[src/rtl/posit_decode_arbiter.sv]
// Round-robin shared posit decoder: NREQ requesters feed one decode datapath,
// and the result lands in a one-entry output buffer tagged with the winner's index.
module posit_decode_arbiter #(
    parameter int N    = 16,
    parameter int ES   = 1,
    parameter int NREQ = 3,
    localparam int ID_W      = $clog2(NREQ),
    localparam int TE_SIZE   = ES + $clog2(N) + 1,
    localparam int MANT_SIZE = N - 2
) (
    input  logic                   clk,
    input  logic                   rst,
    input  logic [NREQ-1:0]        req_valid,
    output logic [NREQ-1:0]        req_ready,
    input  logic [NREQ*N-1:0]      req_bits,
    output logic                   out_valid,
    input  logic                   out_ready,
    output logic [ID_W-1:0]        out_id,
    output logic                   out_sign,
    output logic [TE_SIZE-1:0]     out_te,
    output logic [MANT_SIZE-1:0]   out_mant,
    output logic                   out_zero,
    output logic                   out_nar
);
    localparam int CW = $clog2(N) + 1;

    typedef enum logic {S_EMPTY, S_FULL} state_t;

    state_t              r_state;
    state_t              w_state_nxt;
    logic [ID_W-1:0]     r_ptr;
    logic [ID_W-1:0]     w_win;
    logic                w_found;
    logic                w_can;
    logic                w_grant;

    logic [N-1:0]        w_x;
    logic [N-1:0]        w_abs;
    logic [N-2:0]        w_rem;
    logic [CW-1:0]       w_run;
    logic                w_stop;
    logic [N-2:0]        w_shift;
    logic [N-2:0]        w_fshift;
    logic [TE_SIZE-1:0]  w_k;
    logic [TE_SIZE-1:0]  w_exp;
    logic                w_zero;
    logic                w_nar;
    logic                w_sign;
    logic [TE_SIZE-1:0]  w_te;
    logic [MANT_SIZE-1:0] w_mant;

    function automatic logic [ID_W-1:0] wrap_add(input logic [ID_W-1:0] base,
                                                 input int off);
        int s;
        s = int'(base) + off;
        if (s >= NREQ) s = s - NREQ;
        return ID_W'(s);
    endfunction

    // Walk offsets from far to near so the closest valid index to r_ptr wins.
    always_comb begin
        w_found = 1'b0;
        w_win   = '0;
        for (int i = NREQ - 1; i >= 0; i--) begin
            if (req_valid[wrap_add(r_ptr, i)]) begin
                w_found = 1'b1;
                w_win   = wrap_add(r_ptr, i);
            end
        end
    end

    assign w_can     = (r_state == S_EMPTY) || out_ready;
    assign w_grant   = w_found && w_can && !rst;
    assign req_ready = w_grant ? (NREQ'(1) << w_win) : '0;
    assign out_valid = (r_state == S_FULL);

    always_comb begin
        w_x    = req_bits[int'(w_win)*N +: N];
        w_zero = (w_x == '0);
        w_nar  = (w_x == {1'b1, {(N-1){1'b0}}});
        w_abs  = w_x[N-1] ? -w_x : w_x;
        w_rem  = (N-1)'(w_abs);
        w_run  = '0;
        w_stop = 1'b0;
        for (int i = N - 2; i >= 0; i--) begin
            if (!w_stop && (w_rem[i] == w_rem[N-2])) w_run = w_run + CW'(1);
            else                                      w_stop = 1'b1;
        end
        // Drop the regime run and its terminator; exponent then fraction follow.
        w_shift  = w_rem << (w_run + CW'(1));
        w_exp    = TE_SIZE'(w_shift >> (N - 1 - ES));
        w_fshift = w_shift << ES;
        w_k      = w_rem[N-2] ? (TE_SIZE'(w_run) - TE_SIZE'(1))
                              : (TE_SIZE'(0) - TE_SIZE'(w_run));
        w_sign   = w_x[N-1];
        w_te     = (w_k << ES) | w_exp;
        w_mant   = {1'b1, (N-3)'(w_fshift >> 2)};
        if (w_zero || w_nar) begin
            w_sign = w_nar;
            w_te   = '0;
            w_mant = '0;
        end
    end

    always_comb begin
        w_state_nxt = r_state;
        unique case (r_state)
            S_EMPTY: if (w_grant) w_state_nxt = S_FULL;
            S_FULL: begin
                if (w_grant)        w_state_nxt = S_FULL;
                else if (out_ready) w_state_nxt = S_EMPTY;
            end
            default: w_state_nxt = S_EMPTY;
        endcase
    end

    always_ff @(posedge clk or posedge rst) begin
        if (rst) begin
            r_state  <= S_EMPTY;
            r_ptr    <= '0;
            out_id   <= '0;
            out_sign <= 1'b0;
            out_te   <= '0;
            out_mant <= '0;
            out_zero <= 1'b0;
            out_nar  <= 1'b0;
        end else begin
            r_state <= w_state_nxt;
            if (w_grant) begin
                r_ptr    <= wrap_add(w_win, 1);
                out_id   <= w_win;
                out_sign <= w_sign;
                out_te   <= w_te;
                out_mant <= w_mant;
                out_zero <= w_zero;
                out_nar  <= w_nar;
            end
        end
    end

endmodule

[config.mk]
export PLATFORM = sky130hd
export DESIGN_NAME = posit_decode_arbiter
export DESIGN_NICKNAME = d
export VERILOG_FILES = /design/src/rtl/posit_decode_arbiter.sv
export SDC_FILE = /design/constraint.sdc
export NUM_CORES = 1
export LEC_CHECK = 0
export CAP_MARGIN = 20
export CORE_MARGIN = 2
export CORE_UTILIZATION = 35
export CTS_CLUSTER_DIAMETER = 120
export DETAILED_ROUTE_END_ITERATION = 10
export GPL_TIMING_DRIVEN = 1
export PLACE_DENSITY = 0.53
export SLEW_MARGIN = 20
export SYNTH_ARGS = -nofsm -noshare
export SYNTH_HDL_FRONTEND = slang
export SYNTH_SLANG_ARGS = --single-unit
[constraint.sdc]
create_clock -name clk -period 14.4 [get_ports clk]
set_input_delay 4.32 -clock clk [delete_from_list [all_inputs] [get_ports clk]]
set_output_delay 4.32 -clock clk [all_outputs]
set_load 0.01 [all_outputs]
Yosys cells after proc, flatten, opt, wreduce, memory -nomap -nowiden
Cells that the tools add are included.
{"block": "classes", "n_addsub": 24, "n_lt_le_gt_ge": 7, "n_eq_ne": 15, "n_shift": 3, "muxes": 53, "bitwise": 2, "n_reduce_logical": 31}
{"operator": "adder 5 x 1 -> 5 bit (second input constant)", "n": 14}
{"operator": "2-to-1 mux 5 bit", "n": 14}
{"operator": "variable part select 48 x 7 -> 16 bit", "n": 1}
{"operator": "2-to-1 mux 1 bit", "n": 23}
{"operator": "== test 16 bit (second input constant)", "n": 1}
{"operator": "logical NOT 16 bit", "n": 1}
{"operator": "2-to-1 mux 2 bit", "n": 8}
{"operator": "logical AND 1 bit", "n": 15}
{"operator": "2-to-1 mux 15 bit", "n": 1}
{"operator": "negation 15 bit", "n": 1}
{"operator": "<< shifter 15 x 5 -> 15 bit", "n": 1}
{"operator": "== test 1 bit", "n": 14}
{"operator": "2-to-1 mux 14 bit", "n": 1}
{"operator": "logical NOT 1 bit", "n": 13}
{"operator": "greater-or-equal comparator 3 x 2 -> 1 bit (second input constant)", "n": 3}
{"operator": "< comparator 2 x 3 -> 1 bit (second input constant)", "n": 3}
{"operator": "subtractor 2 bit (second input constant)", "n": 4}
{"operator": "adder 2 x 1 -> 3 bit (second input constant)", "n": 2}
{"operator": "binary-select mux 1 bit (select 2 bit)", "n": 3}
{"operator": "2-to-1 mux 6 bit", "n": 1}
{"operator": "bitwise OR 6 x 1 -> 6 bit", "n": 1}
{"operator": "subtractor 1 x 5 -> 5 bit (first input constant)", "n": 1}
{"operator": "subtractor 5 x 1 -> 5 bit (second input constant)", "n": 1}
{"operator": "adder 2 x 2 -> 3 bit (second input constant)", "n": 1}
{"operator": "other kinds (6)", "n": 7}
{"block": "word_totals", "regBits": 28, "word_cells": 143}

Logic depth before layout (Yosys ltp)
Gate-level depths: netlist of the first run.
{"block": "logic_depth", "depth_word": 54, "mapped_depth": 54, "ltp_nobuf": 50}

Least setup slack after synthesis of the first run
OpenSTA, ideal clock, no wires.
{"block": "synth_timing", "path_kind": "input -> register", "startpoint": "input port req_valid[1]", "endpoint": "register out_te[0]", "setup_ps": 95, "t_arrival_ps": 13409, "required_time_ps": 14305, "path_slack_ps": 895, "stages": 49, "path_cell_list": "buf_2 > and2b_1 > o21ai_2 > a21o_4 > buf_8 > buf_8 > nand2_4 > nand2_1 > a21oi_1 > a21oi_1 > ha_1 > o21ai_0 > a21oi_1 > o211ai_2 > o21ai_1 > xor2_1 > a21boi_0 > a2bb2oi_1 > (+13 left out) > o21ai_0 > ha_1 > inv_1 > nor3_1 > a21o_1 > ha_1 > mux2_2 > nand2_1 > o311ai_1 > ha_1 > mux2_2 > ha_1 > inv_1 > clkbuf_1 > o31ai_1 > mux2i_1 > mux2_2 > o31ai_1"}
{"block": "synth_via", "elab_chain_len": 51}
{"item": "start: declaration", "line_no": "13", "text": "input logic [NREQ-1:0] req_valid,"}
{"item": "branches (longest 51 deep; another with negation 15 bit)"}
{"item": "end signal: assignment", "line_no": "133", "text": "out_te <= w_te;"}
{"item": "end: declaration", "line_no": "20", "text": "output logic [TE_SIZE-1:0] out_te,"}
Parallel ways; which one is timed is not known. The select of a mux whose other input is x is not followed.
A chain may end at the register's enable or synchronous reset.

Worst setup path in the final report of the first run
{"block": "layout_timing", "startpoint": "input port req_valid[0]", "endpoint": "register out_mant[8]"}
{"block": "layout_via", "elab_chain_len": 50}
{"item": "branches (longest 50 deep; another with negation 15 bit)"}
{"item": "end signal: assignment", "line_no": "134", "text": "out_mant <= w_mant;"}
{"item": "end: declaration", "line_no": "21", "text": "output logic [MANT_SIZE-1:0] out_mant,"}
Parallel ways; which one is timed is not known. The select of a mux whose other input is x is not followed.

==> out/metrics.cfg, run 1 <==
[sta]
hold_viol = 0
tns_ns = 0
worstMarginPinSlew_ns = 0.858
min_period_ns = 13.63
rsz0062_at_grt = no
fin_skew_ns = 0.00179
slew_headroom = 0.428
post-route-period-util = 0.947
maxSlewViolCount = 0
max_freq_mhz = 73.3
setup_viol = 0

[cells_and_area]
fillCellCount = 1404
diodes = 0
seq_area_um2 = 701
multi_input_area_um2 = 4080
area_growth_pct = 25.0
fin_nets = 818
drive_above_1_share = 0.158

[cts]
cts_root_buffer = clkbuf_16
cts_sinks = 28
insertion_delay_ns = 0.26
cts_buffer_depth = 2
cts.clk_slew.worst_paths_ns = 0.07
cts_tree = yes
hold_buffers = 0
cts_made_buffers = 3
htree_levels = 1

[route]
first_pass_iters = 5
via_count = 5264
drt_drc_violations_left = 0
drt_iter0_drc = 371
ant_nets = 0
wl_um = 15500
viasPerCell = 5.68
wire_per_inst_um = 16.8

[synthesis]
synthArstFlopShare = 1.00
syn_area_per_cell_um2 = 7.65
synth_top_area_share = 0.140
seq_area_frac_synth = 0.140
synth_area_um2 = 5010
synth.distinct_cells = 104
ys.flop_type = dfrtp_1
synth_warnings = 0
ys_ff_latch = 28
synthTopCellsByCount = 96 x nand2_1, 56 x nor2_1, 37 x o21ai_0
synthCells = 655
synth.most_common_cell = nand2_1
synth_edf_count = 0
synth_area_leaders = dfrtp_1 14%, nand2_1 7.2%, ha_1 4.2%
syn_nets = 726
yosysTopAreaCell = dfrtp_1

[grt]
grt_pass1_vias = 5072
grt_pass1_wl_um = 25500
grtUsageTotal = 0.205
grt_max_degree = 36
grt_overflow = 0
antenna_found_initial = 0

[place]
gp_congestion = 0.832
numPortBuffers = 82
dp_hpwl_um = 12500

[floorplanning]
die_area_um2 = 15300
rows = 43
coreArea_um2 = 13900
ioPinCount = 83
die_x_um = 124
initial_utilization = 0.360
die_h_um = 124

[job]
max_cap_viol_count = 0

[hold_path]
min_path_type = flip-flop to flip-flop
hold_path_depth = 2
hold_start = out_mant[2]
min_to = out_mant[2]

[critical_path]
critPathCaptureType = flip-flop
arrival_ns = 13.76
slowest_stage = ha_1
worstReg2RegEnd = out_mant[8]
crit_top_cell = ha_1
rrSetupSlack_ns = 4.05
r2r-start = r_ptr[0]
worstPathMaxFanout = 11
ff2ff_path_depth = 46
cp_slowest_stage_delay_ns = 0.40
startpoint_type = input pin
crit_type = input pin to flip-flop
cp_data_required_time_ns = 14.52

[outcome]
status = finished, final reports clean

==> per-layer routing <==
| metal | GRT usage | up-vias | share of wire |
|---|---|---|---|
| met5 | 0 | - | 0 |
| met4 | 0.0369 | 0 | 0.0064 |
| met3 | 0.00549 | 9 | 0.028 |
| met2 | 0.354 | 106 | 0.49 |
| met1 | 0.289 | 2529 | 0.48 |
| li1 | - | 2620 | - |
==> area by class of cell <==
cell class / count / area share
Timing Repair Buffer: 117 / 0.172
Timing Repair inverter: 1 / 0.000799
Clock buffer: 4 / 0.0142
Inverter: 21 / 0.0132
Multi-Input combinational cell: 575 / 0.652
Tap cell: 180 / 0.0359
Sequential cell: 28 / 0.112
==> registers in the layout, summed over array words and instances (netlist names) <==
| name | count |
|---|---|
| out_id | 2 |
| out_valid | 1 |
| out_zero | 1 |
| r_ptr | 2 |
| out_mant | 14 |
| out_nar | 1 |
| out_te | 6 |
| out_sign | 1 |
==> how the worst max path moves through the flow <==
stage / from / end
after CTS: req_valid[1] / out_te[0]
after detailed placement: req_valid[1] / out_te[0]
after global routing: req_valid[0] / out_te[0]
final: req_valid[0] / out_mant[8]
after global placement: req_valid[1] / out_te[0]
after floorplan: req_valid[1] / out_te[0]
==> cells by family (layout without fill, tap and decap cells) <==
kind of cell    after synthesis  in the layout  share of synthesized area
fa+ha+maj                    19             19                     0.0464
compound gates              199            199                      0.301
simple gates                276            276                      0.275
xor+xnor                     46             46                      0.103
buf+inv                      52            143                     0.0557
flops                        28             28                      0.140
mux                          35             35                     0.0786
==> stage by stage <==
stage | std cells | setup WS (ns) | hold slack [ns] | utilization | instance area, um^2
2_1_floorplan | 655 | 0.895 | 0.478 | - | 5010
3_5_place_dp | 912 | 0.0614 | 0.468 | 0.434 | 6050
3_3_place_gp | 912 | 0.385 | 0.458 | 0.434 | 6050
4_1_cts | 916 | 0.292 | 0.485 | 0.441 | 6140
5_1_grt | 926 | 0.0409 | 0.515 | 0.450 | 6270
6_report | 926 | 0.766 | 0.477 | 0.450 | 6270
==> critical path: cells and delay by family <==
family	cells	cell delay, ns
buf+inv	7	1.05
fa+ha+maj	8	2.48
mux	8	1.87
compound gates	13	2.53
xor+xnor	1	0.30
simple gates	8	1.18
==> placed cells by master (no fill, tap or decap), types with 17 or more instances in the layout <==
cell type | Yosys | layout
a21oi_1 | 24 | 24
buf_4 | 8 | 34
clkdlybuf4s50_1 | 0 | 79
dfrtp_1 | 28 | 28
ha_1 | 17 | 17
inv_1 | 21 | 19
mux2i_1 | 20 | 20
nand2_1 | 96 | 95
nand3_1 | 26 | 26
nor2_1 | 56 | 56
nor3_1 | 22 | 22
o21ai_0 | 37 | 37
o31ai_1 | 20 | 19
xnor2_1 | 22 | 22
==> what timing repair did <==
action                                  CTS  global route
resized for setup                         0            14
buffers inserted                          0             9
endpoints found under the setup margin    0            16
hold endpoints to repair                  0             0
Power of run 1 is not shown: default switching activity piles up to over one toggle a cycle in this logic, so the estimate is an artifact.
==> run 2: changes to the inputs <==
--- a/config.mk
+++ b/config.mk
@@ -5,7 +5,6 @@
 export SDC_FILE = /design/constraint.sdc
 export NUM_CORES = 1
 export LEC_CHECK = 0
-export CAP_MARGIN = 20
 export CORE_MARGIN = 2
 export CORE_UTILIZATION = 35
 export CTS_CLUSTER_DIAMETER = 120
==> results of run 2 <==
No change in the layout: final DEF, timing and power equal those of run 1.
Power of run 2 is left out for the same reason.
==> run 3: changes to the inputs <==
--- a/config.mk
+++ b/config.mk
@@ -5,7 +5,6 @@
 export SDC_FILE = /design/constraint.sdc
 export NUM_CORES = 1
 export LEC_CHECK = 0
-export CORE_MARGIN = 2
 export CORE_UTILIZATION = 35
 export CTS_CLUSTER_DIAMETER = 120
 export DETAILED_ROUTE_END_ITERATION = 10
==> out/metrics.cfg, run 3 (same netlist as run 1, synthesis figures left out) <==
[cells_and_area]
fillCellCount = 1380  ; -1.7%
reg_top3 = out_mant x14, out_te x6
final_common_cell = nand2_1
diodes = 0  ; unchanged
largest_register = out_mant
drive_above_1_share = 0.164  ; +0.00580
area_growth_pct = 26.0
fin_nets = 816  ; -0.24%
mostFrequentLayoutCells = 95 x nand2_1, 81 x clkdlybuf4s50_1, 56 x nor2_1
largest_reg_flops = 14  ; unchanged

[grt]
grt_overflow = 0  ; unchanged
grt_pass1_wl_um = 25000  ; -2.3%
grtUsageTotal = 0.210  ; +0.00456
grt_pass1_vias = 4907  ; -3.3%
grt_max_degree = 36  ; unchanged
antenna_found_initial = 0  ; unchanged

[cts]
htree_levels = 1  ; unchanged
cts_buffer_depth = 2  ; unchanged
cts_tree = yes
cts.clk_slew.worst_paths_ns = 0.06  ; about the same
insertion_delay_ns = 0.26  ; about the same
cts_root_buffer = clkbuf_16
cts_sinks = 28  ; unchanged
cts_made_buffers = 3  ; unchanged

[outcome]
status = finished, final reports clean

[critical_path]
crit_type = input pin to flip-flop
cp_slowest_stage_delay_ns = 0.59  ; +0.19 ns
critPathCaptureType = flip-flop
arrival_ns = 13.93  ; +0.17 ns
worstPathMaxFanout = 8  ; -3
crit_top_cell = ha_1
startpoint_type = input pin
cp_data_required_time_ns = 14.53  ; about the same
slowest_stage = clkdlybuf4s50_1

[floorplanning]
rows = 43  ; unchanged
initial_utilization = 0.360  ; unchanged
die_x_um = 122  ; -1.6%
coreArea_um2 = 13900  ; unchanged
die_h_um = 122  ; -1.6%
ioPinCount = 83  ; unchanged
die_area_um2 = 14800  ; -3.2%

[sta]
tns_ns = 0  ; unchanged
maxSlewViolCount = 0  ; unchanged
setup_viol = 0  ; unchanged
fin_skew_ns = 0.00542  ; +0.00363 ns
slew_headroom = 0.379  ; -0.0488
hold_viol = 0  ; unchanged
post-route-period-util = 0.958  ; +0.0115
min_period_ns = 13.80  ; +0.166 ns
worstMarginPinSlew_ns = 0.931  ; +0.0733 ns
rsz0062_at_grt = no
max_freq_mhz = 72.5  ; -1.2%

[hold_path]
min_path_type = flip-flop to flip-flop

[place]
numPortBuffers = 82  ; unchanged
gp_congestion = 0.882  ; +6.0%
dp_hpwl_um = 12600  ; +0.98%

[route]
first_pass_iters = 4  ; -1
drt_iter0_drc = 368  ; -0.81%
ant_nets = 0  ; unchanged
wire_per_inst_um = 16.8  ; +0.19%
wl_um = 15500  ; about the same
drt_drc_violations_left = 0  ; unchanged
via_count = 5211  ; -1.0%
viasPerCell = 5.64  ; -0.79%

[job]
max_cap_viol_count = 0  ; unchanged

run 3: through the flow:
stage | hold WS [ns] | setup WS, ns | util | cells | area, um^2
floorplan | 0.478 | 0.895 | - | 655 | 5010
global placement | 0.459 | 0.354 | 0.436 | 914 | 6070
detailed placement | 0.469 | 0.00402 | 0.436 | 914 | 6070
CTS | 0.484 | 0.255 | 0.442 | 918 | 6160
global route | 0.502 | 0.00685 | 0.453 | 924 | 6310
finish | 0.479 | 0.600 | 0.453 | 924 | 6310
run 3: routing by layer:
layer  GRT usage  part of all wire
met3     0.00749             0.026
met2       0.360              0.48
met1       0.289              0.48
met5           0                 0
met4      0.0509             0.015
run 3: critical path, delay by kind of cell:
family | cells | cell delay (ns)
buffers and inverters | 6 | 1.26
AOI/OAI and AO/OA | 17 | 2.72
adders and majority gates | 9 | 2.63
muxes | 8 | 1.99
and+or+nand+nor | 8 | 1.02
run 3: worst paths after layout:
check	from	end	slack, ns	cells after the start
max	req_valid[2]	out_mant[8]	0.60	48
min	out_mant[13]	out_mant[13]	0.48	2
max reg2reg	r_ptr[0]	out_mant[8]	4.29	48
min reg2reg	out_mant[13]	out_mant[13]	0.48	2
max in group asynchronous	rst	out_mant[1]	9.50	2
min in group asynchronous	rst	out_mant[12]	4.50	2
run 3: repair_timing:
action                                  CTS  global route
hold buffers                              0             0
resized for setup                         0            17
setup buffers                             0             6
endpoints found under the setup margin    0            14
run 3: area by class of cell:
cell class / instances / area (um^2) / area share
well taps: 180 / 225 / 0.0357
inverters: 21 / 82.6 / 0.0131
multi-input cells: 575 / 4130 / 0.653
repair buffers: 116 / 1090 / 0.173
flip-flops and latches: 28 / 701 / 0.111
clock buffers: 4 / 88.8 / 0.0141
Power of run 3 is left out for the same reason.
